--- src/rtl/arbitro_somador.sv ---
// arbitro_somador: round-robin arbiter for three requesters feeding a registered adder.
// One transaction at a time: grant, sum, then hold the result until the consumer accepts it.
module arbitro_somador #(
    parameter int LARGURA = 32
) (
    input  logic                   clock,
    input  logic                   reset,
    input  logic [2:0]             req,
    input  logic [3*LARGURA-1:0]   entradas1,
    input  logic [3*LARGURA-1:0]   entradas2,
    input  logic                   aceito,
    output logic [2:0]             grant,
    output logic [LARGURA-1:0]     resultado,
    output logic                   vai_um,
    output logic [1:0]             id,
    output logic                   valido,
    output logic                   ocupado
);
    typedef enum logic [1:0] {OCIOSO, SOMA, RESPOSTA} estado_t;
    estado_t estado, proximo;
    logic [1:0] ponteiro, p1, p2, escolha, indice;
    logic [3:0] req_ext;
    logic [LARGURA-1:0] op1, op2;
    logic captura;
    always_comb begin
        req_ext = {1'b0, req};
        p1 = ponteiro == 2'd2 ? 2'd0 : ponteiro + 2'd1;
        p2 = p1 == 2'd2 ? 2'd0 : p1 + 2'd1;
        escolha = req_ext[ponteiro] ? ponteiro : req_ext[p1] ? p1 : p2;
        captura = estado == OCIOSO && |req;
        proximo = estado == OCIOSO ? (|req ? SOMA : OCIOSO) :
                  estado == SOMA   ? RESPOSTA :
                  aceito           ? OCIOSO : RESPOSTA;
    end
    always_ff @(posedge clock or posedge reset)
        if (reset) estado <= OCIOSO;
        else estado <= proximo;
    // id follows resultado, so it is only refreshed on the sum edge
    always_ff @(posedge clock or posedge reset) begin
        if (reset) begin
            grant <= '0;
            ponteiro <= '0;
            indice <= '0;
            op1 <= '0;
            op2 <= '0;
            resultado <= '0;
            vai_um <= 1'b0;
            id <= '0;
        end else begin
            grant <= '0;
            if (captura) begin
                grant <= 3'b001 << escolha;
                op1 <= entradas1[escolha*LARGURA +: LARGURA];
                op2 <= entradas2[escolha*LARGURA +: LARGURA];
                indice <= escolha;
                ponteiro <= escolha == 2'd2 ? 2'd0 : escolha + 2'd1;
            end
            if (estado == SOMA) begin
                {vai_um, resultado} <= {1'b0, op1} + {1'b0, op2};
                id <= indice;
            end
        end
    end
    assign valido = estado == RESPOSTA;
    assign ocupado = estado != OCIOSO;
endmodule

--- config.mk ---
export PLATFORM = sky130hd
export DESIGN_NAME = arbitro_somador
export DESIGN_NICKNAME = d
export VERILOG_FILES = /design/src/rtl/arbitro_somador.sv
export SDC_FILE = /design/constraint.sdc
export NUM_CORES = 1
export LEC_CHECK = 0
export BUFFER_PORTS_ARGS = -buffer_cell sky130_fd_sc_hd__buf_2
export CORE_MARGIN = 2
export CORE_UTILIZATION = 45
export CTS_CLUSTER_DIAMETER = 80
export DETAILED_ROUTE_END_ITERATION = 10
export GPL_ROUTABILITY_DRIVEN = 0
export PLACE_DENSITY_LB_ADDON = 0.25
export SYNTH_ARGS = -nofsm -noshare
export SYNTH_HDL_FRONTEND = slang
export SYNTH_SLANG_ARGS = --single-unit
export TNS_END_PERCENT = 100
--- constraint.sdc ---
create_clock -name clock -period 6.43 [get_ports clock]
set_input_delay 0.643 -clock clock [delete_from_list [all_inputs] [get_ports clock]]
set_output_delay 0.643 -clock clock [all_outputs]
set_load 0.03 [all_outputs]
==> metrics.md <==
| Metric | Value |
|---|---|
| Crit path capture type | flip-flop |
| CP top delay family | compound AO/OA/AOI/OAI gates |
| Flop pwr share | 23.8% |
| Fraction of registers with async set/reset | 100% |
| Post-synthesis average cell area | 8.56 um2 |
| Status | complete, no violations |
| Crit Path Max Fanout | 4 |
| Share of layout cells above drive strength 1 | 28.5% |
| Sequential fraction of the synthesis area | 40.2% |
| Post-layout nets | 1,220 |
| Remaining global-route overflow | 0 |
| Die Y | 126 um |
| Clock Path Buffers | 2 |
| Via density per instance | 5.45 |
| CP Class | flip-flop to flip-flop |
| Crit path cell chain | ha_1, fa_1, a211oi_2, nor2_2, o31ai_4, o21ai_2, a21oi_1, nand3b_1, o221a_2 |
| Starting Density | 46.1% |
| Synth Register Bits | 108 |
| Initial antenna violation count | 4 |
| I/O Buffers | 237 |
| Layout area overhead | 23.0% |
| Drt wl/cell | 15.2 um |
| Clock sink count | 108 |
| WP buf/inv | 0 |
| Routed Antenna Nets | 0 |
| DP Wirelength | 13,400 um |
| Worst-skew pair later-pin latency | 0.36 ns |
| Finished Layout Cells | 1,180 |
| Min-delay worst type | input pin to asynchronous set/reset pin |
| Fillers | 1,430 |
| RSZ-0062 raised after global routing | false |
| GRT Total Usage | 23.2% |
| Max Slew Vio Count | 0 |
| Fmax | 375 MHz |
| Clock power share | 12.2% |
| Post-route DRC | 0 |
| EDFF count, synth | 0 |
| Combinational power share | 64.1% |
| CTS Hold Buffers Added | 0 |
| Leading area contributor after synthesis | dfrtp_1 |
| Worst-Margin Slew | 0.743 ns |
| VDD IR max | 0.229 mV |
| Clk slew on worst S/H paths | 0.07 ns |
| # IOs | 238 |
| Area of the core | 0.0146 mm2 |
| Die area | 0.0159 mm2 |
| Row cnt | 44 |
| Period utilisation layout | 41.4% |
| Power per cell area | 631 mW/mm2 |
| Root Driver | clkbuf_16 |
| Mapped Area | 0.00673 mm2 |
| Drt pass-1 iters | 7 |
| Total negative slack | 0 ns |
| Top-count cell post-synth | nand2_1 |
| Total Wirelength | 17,900 um |
| CTS tree | done |
| Postcts setup bufs | 0 |
| Initial DRC Count | 399 |
| Crit-path max cell delay | 0.44 ns |
| Maximum number of pins on one net before global-route repair | 73 |
| Vias in the first global route | 6,156 |
| WP data required | 6.67 ns |
| Resize count post-CTS | 0 |
| Design internal power | 2.64 mW |
| Inst Count DP | 1,162 |
| Synth cell count leaders | nand2_1, dfrtp_1, nor2_1 |
| Via count | 6,427 |
| Critical-path cell with the highest stage delay | fa_1 |
| Total CTS buffers | 9 |
| Top_reg_cell synth | dfrtp_1 |
| H-tree levels | 3 |
| Post-Synthesis Net Count | 1,017 |
| Final setup viols | 0 |
| Static leakage | 3.92 nW |
| YS warnings | 0 |
| Yosys top cell area share | 40.2% |
| P_sw | 2.57 mW |
| Tmin final | 2.66 ns |
| Type of origin of the critical path | flip-flop |
| Max Clock Skew | 0.00828 ns |
| Net Sw Frac | 49.3% |
| Hold Violations, Final | 0 |
| First-pass GRT wire length | 30,100 um |
| Area contributors post-synth | dfrtp_1, nand2_1, a22oi_1 |
| Die width | 126 um |
| Yosys cell types | 60 |
| Worst Path Arrival | 2.91 ns |
| Max_cap viols | 0 |
| Slew headroom | 50.5% |
| Gate Count Post-Synth | 786 |
==> path summary, 6_finish.rpt <==
kind | startpoint | end | slack [ns] | depth (start not counted)
setup / recovery | op1[0] | vai_um | 3.77 | 9
min in group clock | aceito | estado[1] | 0.46 | 2
setup reg to reg | op1[0] | vai_um | 3.77 | 9
max in group asynchronous | reset | op1[15] | 4.89 | 3
hold reg to reg | resultado[0] | resultado[0] | 0.47 | 2
hold / removal | reset | id[1] | 0.36 | 2
==> flip-flops by register name (all words and copies together) (netlist names) <==
| register | cells |
|---|---|
| ponteiro | 2 |
| op1 | 32 |
| id | 2 |
| resultado | 32 |
| indice | 2 |
| op2 | 32 |
| vai_um | 1 |
| grant | 3 |
| estado | 2 |
==> area by class of cell <==
cell class | instances | area, um2 | share of cell area, %
clock buffers | 9 | 225 | 2.72
repair buffers | 244 | 1240 | 15.0
well taps | 184 | 230 | 2.78
clock inverters | 6 | 113 | 1.36
flip-flops and latches | 108 | 2700 | 32.7
multi-input cells | 612 | 3700 | 44.7
inverters | 14 | 57.6 | 0.696
diodes | 3 | 7.51 | 0.0908
==> layout by cell type, fill, tap and decap left out, types with 3 or more instances in the layout <==
cell,instances
bufinv_16,3
nor2_1,96
nor3b_1,3
o211ai_1,5
ha_1,32
a22oi_1,65
nand3b_1,3
a21o_1,9
a21oi_1,39
buf_2,237
xnor2_1,9
o31ai_1,6
a211oi_1,3
and2_1,4
nand4_1,7
and3_1,4
o21ai_1,8
xor2_1,11
a31oi_1,70
nor3_1,6
o21a_1,7
nor2b_1,3
clkbuf_16,9
o21ai_0,33
nand2_1,133
dfrtp_1,108
diode_2,3
and4_1,4
inv_1,12
mux2i_1,4
buf_4,7
nand3_1,8
o21ai_2,3
==> power by group through the flow <==
stage                     logic [mW]  clock network [mW]  registers, mW
after floorplan                 2.46                   0           1.40
after global placement          3.30                   0           1.24
after detailed placement        3.33                   0           1.25
after CTS                       3.35               0.650           1.24
after global routing            3.78               0.677           1.28
final                           3.34               0.636           1.24
==> stage by stage <==
stage	setup slack, ns	hold WS [ns]	instance area (um2)	total power [mW]	util [%]
final	3.77	0.361	8270	5.22	56.7
after global routing	3.58	0.405	8270	5.74	56.7
after CTS	3.75	0.391	8260	5.24	56.6
after detailed placement	3.76	0.459	7930	4.58	54.3
after global placement	3.81	0.454	7930	4.54	54.3
after floorplan	2.94	0.439	6730	3.86	-
==> per-layer routing <==
layer / GRT usage (%) / part of all wire [%]
met1: 31.1 / 45
met2: 37.0 / 47
met3: 6.29 / 6.1
met4: 6.27 / 2.2
met5: 0 / 0.067
==> cells by family after synthesis <==
group	after synthesis	share of synthesized area, %
and+or+nand+nor	281	17.8
xor gates and xnor gates	20	2.60
muxes	5	0.763
buffers and inverters	66	4.91
adders and majority gates	33	6.25
AOI/OAI and AO/OA	273	27.5
DFF	108	40.2
No activity file was read; power rests on OpenSTA's default activity.
